`src/rtl/dmem_responder.sv`:
```
// Data-memory responder: turns core load/store requests into single classic
// Wishbone cycles, with byte-lane steering, read extension and a bus timeout.
module dmem_responder #(
    parameter int TIMEOUT = 255
) (
    input  logic        clk,
    input  logic        rst,
    input  logic        mem_ren,
    input  logic        mem_wen,
    input  logic [1:0]  mem_type,
    input  logic        mem_ext,
    input  logic [31:0] mem_addr,
    input  logic [31:0] mem_dout,
    output logic [31:0] mem_din,
    output logic        mem_stall,
    output logic        mem_unalign,
    input  logic        dc_lock,
    output logic        wb_cyc,
    output logic        wb_stb,
    output logic        wb_we,
    output logic [29:0] wb_addr,
    output logic [3:0]  wb_sel,
    output logic [31:0] wb_dout,
    input  logic [31:0] wb_din,
    input  logic        wb_ack,
    output logic        bus_err
);

    // state | meaning
    // IDLE  | waiting for an aligned request; stalls the core combinationally
    // BUS   | classic bus cycle in flight, waiting for wb_ack or timeout
    // DONE  | access finished, data held; waits for dc_lock to clear
    typedef enum logic [1:0] {
        S_IDLE = 2'd0,
        S_BUS  = 2'd1,
        S_DONE = 2'd2
    } state_t;

    localparam int  CW    = (TIMEOUT > 1) ? $clog2(TIMEOUT) : 1;
    localparam bit  TO_EN = (TIMEOUT != 0);

    state_t        state;
    logic [CW-1:0] to_cnt;
    logic [1:0]    rd_type;
    logic [1:0]    rd_lane;
    logic          rd_ext;

    logic          req;
    logic          to_hit;
    logic [3:0]    sel_next;
    logic [31:0]   dout_next;
    logic [31:0]   rd_data;
    logic [7:0]    rd_byte;
    logic [15:0]   rd_half;

    assign req    = mem_ren | mem_wen;
    assign to_hit = TO_EN && (to_cnt == CW'(TIMEOUT - 1));

    always_comb begin
        mem_unalign = req & (((mem_type == 2'b01) & mem_addr[0]) |
                             (mem_type[1] & (mem_addr[1:0] != 2'b00)));
    end

    always_comb begin
        mem_stall = 1'b0;
        case (state)
            S_IDLE:  mem_stall = req & ~mem_unalign;
            S_BUS:   mem_stall = 1'b1;
            default: mem_stall = 1'b0;
        endcase
    end

    // Lane steering: sub-word stores are replicated across the word so the
    // byte enables alone select the target lane.
    always_comb begin
        sel_next  = 4'b1111;
        dout_next = mem_dout;
        case (mem_type)
            2'b00: begin
                sel_next  = 4'b0001 << mem_addr[1:0];
                dout_next = {4{mem_dout[7:0]}};
            end
            2'b01: begin
                sel_next  = mem_addr[1] ? 4'b1100 : 4'b0011;
                dout_next = {2{mem_dout[15:0]}};
            end
            default: begin
                sel_next  = 4'b1111;
                dout_next = mem_dout;
            end
        endcase
    end

    always_comb begin
        rd_byte = wb_din[8*rd_lane +: 8];
        rd_half = rd_lane[1] ? wb_din[31:16] : wb_din[15:0];
        case (rd_type)
            2'b00:   rd_data = {{24{rd_ext & rd_byte[7]}}, rd_byte};
            2'b01:   rd_data = {{16{rd_ext & rd_half[15]}}, rd_half};
            default: rd_data = wb_din;
        endcase
    end

    always_ff @(posedge clk or posedge rst) begin
        if (rst) begin
            state   <= S_IDLE;
            wb_cyc  <= 1'b0;
            wb_stb  <= 1'b0;
            wb_we   <= 1'b0;
            wb_addr <= '0;
            wb_sel  <= '0;
            wb_dout <= '0;
            mem_din <= '0;
            bus_err <= 1'b0;
            to_cnt  <= '0;
            rd_type <= '0;
            rd_lane <= '0;
            rd_ext  <= 1'b0;
        end else begin
            bus_err <= 1'b0;
            case (state)
                S_IDLE: begin
                    if (req && !mem_unalign) begin
                        wb_cyc  <= 1'b1;
                        wb_stb  <= 1'b1;
                        wb_we   <= mem_wen;
                        wb_addr <= mem_addr[31:2];
                        wb_sel  <= sel_next;
                        wb_dout <= dout_next;
                        rd_type <= mem_type;
                        rd_lane <= mem_addr[1:0];
                        rd_ext  <= mem_ext;
                        to_cnt  <= '0;
                        state   <= S_BUS;
                    end
                end
                S_BUS: begin
                    if (wb_ack) begin
                        wb_cyc <= 1'b0;
                        wb_stb <= 1'b0;
                        if (!wb_we) begin
                            mem_din <= rd_data;
                        end
                        state <= S_DONE;
                    end else if (to_hit) begin
                        wb_cyc  <= 1'b0;
                        wb_stb  <= 1'b0;
                        mem_din <= '0;
                        bus_err <= 1'b1;
                        state   <= S_DONE;
                    end else if (TO_EN) begin
                        to_cnt <= to_cnt + 1'b1;
                    end
                end
                S_DONE: begin
                    // The core still presents the same request while locked;
                    // returning to IDLE now would issue it a second time.
                    if (!dc_lock) begin
                        state <= S_IDLE;
                    end
                end
                default: state <= S_IDLE;
            endcase
        end
    end

endmodule

```
`config.mk`:
```
export PLATFORM = sky130hd
export DESIGN_NAME = dmem_responder
export DESIGN_NICKNAME = d
export VERILOG_FILES = /design/src/rtl/dmem_responder.sv
export SDC_FILE = /design/constraint.sdc
export NUM_CORES = 1
export LEC_CHECK = 0
export ABC_AREA = 1
export CORE_AREA = 2 2 122 124
export CTS_CLUSTER_DIAMETER = 100
export DETAILED_ROUTE_END_ITERATION = 12
export DIE_AREA = 0 0 124 126
export PLACE_DENSITY_LB_ADDON = 0.25
export SLEW_MARGIN = 25
export SYNTH_ARGS = -nofsm -noshare
export SYNTH_HDL_FRONTEND = slang
export SYNTH_SLANG_ARGS = --single-unit
```
`constraint.sdc`:
```
create_clock -name clk -period 4 [get_ports clk]
set_input_delay 0.8 -clock clk [delete_from_list [all_inputs] [get_ports clk]]
set_output_delay 0.8 -clock clk [all_outputs]
set_load 0.01 [all_outputs]
```
==> results.py, run 1 <==
metrics = {
    "run_status": {
        "status": "complete, no violations",
    },
    "synth": {
        "ys_dominant_reg_cell": "dfrtp_1",
        "yosysTopAreaCell": "dfrtp_1",
        "syn_area_per_cell_sq_um": 7.491,
        "synth.top_cells.by_area": "dfrtp_1, nand2_1, o21ai_0, nor2_1, a21oi_1",
        "ys_types": 28,
        "synth_compound_area_frac": 0.08062,
        "synth-edff-count": 0,
        "synth_top_family_by_area": "simple AND/OR/NAND/NOR gates",
        "muxShareOfSynthArea": 0,
        "yosysSeqAreaShare": 0.5167,
        "yosys.area_share.simple": 0.3310,
        "synth_fa_ha_area_frac": 0.004454,
        "ys_warn_count": 0,
        "yosys.area_share.xor_xnor": 0.004677,
        "syn_nets": 857,
        "synth_area_sq_um": 5618,
        "synth.most_common_cell": "nand2_1",
        "syn-instance-count": 750,
        "synth_top_area_frac": 0.5167,
        "synthArstFlopShare": 1.000,
        "ys_ff_latch": 116,
        "synth_common_cells": "nand2_1, dfrtp_1, o21ai_0",
    },
    "cts": {
        "clk_path_buf_depth": 2,
        "numCtsBuffers": 17,
        "cts_setup_buffers": 0,
        "cts_resized": 0,
        "clock_latency_ns": 0.41,
        "clock_sinks": 116,
        "hold_buffers": 0,
        "cts_max_level": 4,
        "cts_tree": "built",
        "clk_pin_slew_ns": 0.05,
        "cts-root-buf": "clkbuf_16",
    },
    "finish": {
        "final_area_sq_um": 8483,
        "multiInputGateArea_sq_um": 2364,
        "syn_to_final_growth_pct": 51.00,
        "n_antenna_cell": 0,
        "fillCellCount": 1282,
        "layout.area.seq_sq_um": 2903,
        "drive_above_1_share": 0.05602,
        "nets": 1058,
    },
    "setup_path": {
        "cpMostUsedCell": "clkdlybuf4s50_1",
        "timing.rr.end": "mem_din[27]",
        "reg2reg_depth": 7,
        "startpoint_type": "input pin",
        "cp.required_ns": 3.20,
        "worstSetupStartpoint": "mem_type[1]",
        "r2r-start": "rd_lane[1]",
        "cp_max_fo": 14,
        "cp-end-kind": "primary output",
        "slowest_stage": "clkdlybuf4s50_1",
        "slowest_delay_ns": 0.68,
        "cp.arrival_ns": 2.73,
        "reg2reg_setup_slack_ns": 1.92,
        "cp_cell_sequence": "clkdlybuf4s50_1 -> nor2_4 -> inv_2 -> nand2_2 -> nand3_4 -> nand2_1 -> clkdlybuf4s50_1",
        "path_class": "input pin to primary output",
    },
    "timing": {
        "clock_skew_ns": 0.01328,
        "finalCritPeriodShare": 0.8832,
        "fmax_mhz": 283.0,
        "relSlewSlack": 0.4558,
        "setup_viol": 0,
        "post-route-min-period_ns": 3.533,
        "rsz0062_at_grt": "no",
        "worst_pin_slew_ns": 0.8163,
        "slew_violations": 0,
        "tns_ns": 0,
        "hold_viol": 0,
    },
    "placement": {
        "postPlaceCellArea_sq_um": 7823,
        "io_buffers": 208,
        "place_congestion": 0.8471,
        "dp_hpwl_um": 11440,
    },
    "die": {
        "row_count": 44,
        "die_h_um": 126,
        "die_area_sq_um": 15620,
        "coreArea_sq_um": 14310,
        "die_w_um": 124,
        "start_util": 0.3925,
        "io_pins": 209,
    },
    "power": {
        "clock_power_share": 0.264,
        "p_sw_frac": 0.3523,
        "internal_power_mw": 4.143,
        "p_comb_frac": 0.419,
        "peakVddDrop_mv": 0.4046,
        "leakage_nw": 4.200,
        "p_per_area_nw_per_um2": 754.1,
        "power_frac_seq": 0.318,
        "power_switching_mw": 2.254,
    },
    "hold_path": {
        "hold_end": "mem_din[6]",
        "hp-start": "mem_din[6]",
        "hold_path.class": "flip-flop to flip-flop",
        "min_path_cells": 2,
    },
    "grt": {
        "grt_pass1_wl_um": 26730,
        "antenna_found_initial": 0,
        "grt_pass1_vias": 5320,
        "grt.overflow.total": 0,
        "grt_use_total": 0.2204,
        "grt_max_degree": 89,
    },
    "drt": {
        "routedWlPerCell_um": 14.31,
        "drt-total-wl_um": 16430,
        "drt-pass1-iter-count": 5,
        "drtIter0Drc": 574,
        "viasPerCell": 4.816,
        "drc_errors": 0,
        "ant_nets": 0,
        "vias": 5529,
    },
    "job": {
        "maxCapViolations": 0,
    },
}
how the worst max path moves through the flow:
| stage | cells past startpoint | end |
|---|---|---|
| after floorplan | 1 | bus_err |
| final | 7 | mem_stall |
| after detailed placement | 7 | mem_stall |
| after CTS | 7 | mem_stall |
| after global placement | 7 | mem_stall |
| after global routing | 7 | mem_stall |
per-stage QoR:
step	hold slack, ns	setup slack [ns]	util	total power [mW]	instances
finish	0.4687	0.4670	0.5927	6.397	1148
global placement	0.4550	0.5394	0.5465	4.693	1116
floorplan	0.4832	0.1276	-	3.376	750
CTS	0.4739	0.4742	0.5927	6.458	1148
detailed placement	0.4601	0.4760	0.5465	4.723	1116
global route	0.4927	0.3531	0.5927	6.845	1148
power groups by stage:
stage | clock, mW | sequential [mW] | combinational, mW
floorplan | 0 | 2.17 | 1.21
detailed placement | 0 | 2.03 | 2.69
CTS | 1.72 | 2.03 | 2.71
global placement | 0 | 2.03 | 2.66
finish | 1.69 | 2.03 | 2.68
global route | 1.77 | 2.10 | 2.97
critical path: cells and delay by family:
kind          cells  cell delay [ns]
buf+inv           3             1.32
simple gates      4             0.61
cells by family after synthesis:
logic type / Yosys count
AO/OA/AOI/OAI: 89
XOR/XNOR: 3
adder cells (fa/ha/maj): 2
buffers and inverters: 77
flip-flops: 116
AND/OR/NAND/NOR: 463
area by class of cell:
type / instances / share of cell area
flip-flops and latches: 116 / 0.3422
multi-input cells: 557 / 0.2786
repair buffers: 218 / 0.2558
clock buffers: 23 / 0.05752
well taps: 184 / 0.02714
clock inverters: 9 / 0.02035
inverters: 41 / 0.01844
metal layers:
| metal | GRT usage | vias up | wire length, um |
|---|---|---|---|
| met2 | 0.3452 | 198 | 7679 |
| met1 | 0.2854 | 2564 | 7080 |
| li1 | - | 2752 | - |
| met3 | 0.07835 | 15 | 1483 |
| met5 | 0 | - | 0 |
| met4 | 0.07006 | 0 | 189 |
layout by cell type (no fill, tap or decap), types with 2 or more instances in the layout:
| master | count |
|---|---|
| clkbuf_8 | 4 |
| buf_4 | 9 |
| bufinv_16 | 5 |
| nand3_4 | 2 |
| ha_1 | 2 |
| clkbuf_1 | 2 |
| inv_1 | 33 |
| inv_2 | 5 |
| xnor2_1 | 2 |
| nand2_1 | 380 |
| nand3_1 | 20 |
| clkbuf_16 | 17 |
| o21ai_0 | 51 |
| nand4_1 | 10 |
| clkdlybuf4s50_1 | 208 |
| o21ai_1 | 3 |
| a21oi_1 | 32 |
| nor2_1 | 43 |
| a211oi_1 | 2 |
| dfrtp_1 | 116 |
| nor2_2 | 2 |
| clkinv_2 | 3 |
| clkinv_1 | 2 |
sequential cells by signal, indices dropped and copies added (netlist names):
register,cells
rd_type,2
mem_din,32
wb_sel,4
bus_err,1
to_cnt,8
wb_dout,32
rd_lane,2
wb_addr,30
state,2
wb_we,1
rd_ext,1
wb_stb,1
(Power assumes the default switching activity.)
==> inputs of run 2 (changes only) <==
Settings changed: ABC_CLOCK_PERIOD_IN_PS from default to 4000, GPL_ROUTABILITY_DRIVEN from default to 0.
==> results of run 2 <==
The final DEF is identical to that of run 1; final timing and power are the same.
==> inputs of run 3 (changes only) <==
Settings changed: CORE_AREA 2 2 122 124 to 2 2 87 173, DIE_AREA 0 0 124 126 to 0 0 89 175.
==> run 3 against run 2 <==
Effect of this change: clock power is 12% lower; non-clock buffer count did not move; global-route usage hardly changed; clock-buffer cell count fell by 2; sequential share of layout area grew 0.26 points; hold slack lost 0.00072 ns; register-to-register slack improved by 0.04 ns; sequential power about the same; routed wire length increased by 1.6%; critical path type unchanged.
==> results.py, run 3 (synthesized netlist as in run 1, its figures left out) <==
metrics = {
    "finish": {
        "top_regs": "mem_din (32), wb_dout (32), wb_addr (30)",
        "syn_to_final_growth_pct": 49.87,
        "n_antenna_cell": 0,
        "layout_common_cells": "nand2_1, clkdlybuf4s50_1, dfrtp_1",
        "final_common_cell": "nand2_1",
        "fin_util": 0.5898,
        "drive_above_1_share": 0.05602,
        "nets": 1058,
    },
    "hold_path": {
        "hold_end": "mem_din[0]",
        "min_path_cells": 2,
        "hold_path.class": "flip-flop to flip-flop",
        "hp-start": "mem_din[0]",
    },
    "power": {
        "internal_power_mw": 3.932,
        "power_switching_mw": 2.282,
        "power_frac_seq": 0.326,
        "p_comb_frac": 0.434,
        "leakage_nw": 4.153,
        "p_sw_frac": 0.3672,
        "p_per_area_nw_per_um2": 738.0,
        "peakVddDrop_mv": 0.4383,
        "clock_power_share": 0.240,
    },
    "timing": {
        "tns_ns": 0,
        "slew_violations": 0,
        "hold_viol": 0,
        "fmax_mhz": 305.0,
        "post-route-min-period_ns": 3.278,
        "worst_pin_slew_ns": 0.9330,
        "setup_viol": 0,
        "rsz0062_at_grt": "no",
        "clock_skew_ns": 0.009326,
        "relSlewSlack": 0.3780,
        "finalCritPeriodShare": 0.8196,
    },
    "setup_path": {
        "timing.rr.end": "mem_din[27]",
        "critPathTopFamily": "buffers and inverters",
        "slowest_delay_ns": 0.61,
        "cp_num_buf_inv": 3,
        "reg2reg_depth": 7,
        "cp_max_fo": 9,
        "r2r-start": "rd_lane[1]",
        "slowest_stage": "clkdlybuf4s50_1",
        "path_class": "input pin to primary output",
        "cpMostUsedCell": "clkdlybuf4s50_1",
        "startpoint_type": "input pin",
        "cp.required_ns": 3.20,
        "cp_cell_sequence": "clkdlybuf4s50_1 -> nor2_4 -> inv_2 -> nand2_2 -> a21oi_1 -> clkdlybuf4s50_1",
        "reg2reg_setup_slack_ns": 1.96,
        "cp-end-kind": "primary output",
        "cp.arrival_ns": 2.48,
    },
    "grt": {
        "grt_pass1_wl_um": 26590,
        "grt_max_degree": 100,
        "grt.overflow.total": 0,
        "antenna_found_initial": 0,
        "grt_use_total": 0.2207,
        "grt_pass1_vias": 5302,
    },
    "cts": {
        "clk_pin_slew_ns": 0.05,
        "clock_sinks": 116,
        "clock_latency_ns": 0.40,
        "cts-root-buf": "clkbuf_16",
        "numCtsBuffers": 17,
        "cts_max_level": 4,
        "clk_path_buf_depth": 2,
        "cts_tree": "built",
        "hold_buffers": 0,
        "cts_resized": 0,
        "cts_setup_buffers": 0,
    },
    "drt": {
        "drt-total-wl_um": 16700,
        "routedWlPerCell_um": 14.44,
        "drtIter0Drc": 235,
        "vias": 5464,
        "viasPerCell": 4.727,
        "drc_errors": 0,
        "drt-pass1-iter-count": 4,
        "ant_nets": 0,
    },
    "die": {
        "coreArea_sq_um": 14270,
        "die_h_um": 175,
        "io_pins": 209,
        "die_area_sq_um": 15580,
        "start_util": 0.3936,
        "row_count": 62,
        "die_w_um": 89,
    },
    "placement": {
        "dp_hpwl_um": 12230,
        "io_buffers": 208,
    },
    "job": {
        "maxCapViolations": 0,
    },
    "run_status": {
        "status": "complete, no violations",
    },
}
run 3: how the worst max path moves through the flow:
stage	end	startpoint	cells past startpoint
after floorplan	bus_err	rst	1
after global placement	mem_unalign	mem_type[1]	6
after detailed placement	mem_unalign	mem_type[1]	6
after CTS	mem_unalign	mem_type[1]	6
after global routing	mem_unalign	mem_type[1]	6
final	mem_unalign	mem_type[1]	6
run 3: area by class of cell:
| class | count | area, sq um |
|---|---|---|
| Inverter | 41 | 156.4 |
| Clock buffer | 21 | 460.4 |
| Multi-Input combinational cell | 557 | 2364 |
| Tap cell | 192 | 240.2 |
| Clock inverter | 11 | 126.4 |
| Fill cell | 1328 | 5854 |
| Sequential cell | 116 | 2903 |
| Timing Repair Buffer | 218 | 2170 |
run 3: through the flow:
stage / total power [mW] / cell area (sq um) / worst slack, ns / hold slack [ns] / cells
2_1_floorplan: 3.376 / 5618 / 0.1276 / 0.4832 / 750
5_1_grt: 6.666 / 8419 / 0.5955 / 0.4810 / 1156
4_1_cts: 6.283 / 8419 / 0.7169 / 0.4718 / 1156
6_report: 6.213 / 8419 / 0.7216 / 0.4679 / 1156
3_3_place_gp: 4.714 / 7833 / 0.6659 / 0.4526 / 1124
3_5_place_dp: 4.754 / 7833 / 0.7169 / 0.4576 / 1124
run 3: metal layers:
| metal | share of wire | GRT usage |
|---|---|---|
| met5 | 0 | 0 |
| met3 | 0.051 | 0.05054 |
| met2 | 0.54 | 0.3868 |
| met1 | 0.38 | 0.2457 |
| met4 | 0.035 | 0.1007 |
run 3: power groups by stage:
stage / Sequential (mW) / Clock, mW / Combinational (mW)
final: 2.02 / 1.49 / 2.70
after global routing: 2.09 / 1.58 / 2.99
after CTS: 2.03 / 1.53 / 2.73
after detailed placement: 2.03 / 0 / 2.73
after global placement: 2.02 / 0 / 2.69
after floorplan: 2.17 / 0 / 1.21
run 3: tightest hold or removal path, delay by kind of cell (launching register included):
| kind | cells | cell delay [ns] |
|---|---|---|
| flops | 1 | 0.34 |
| simple gates | 2 | 0.10 |
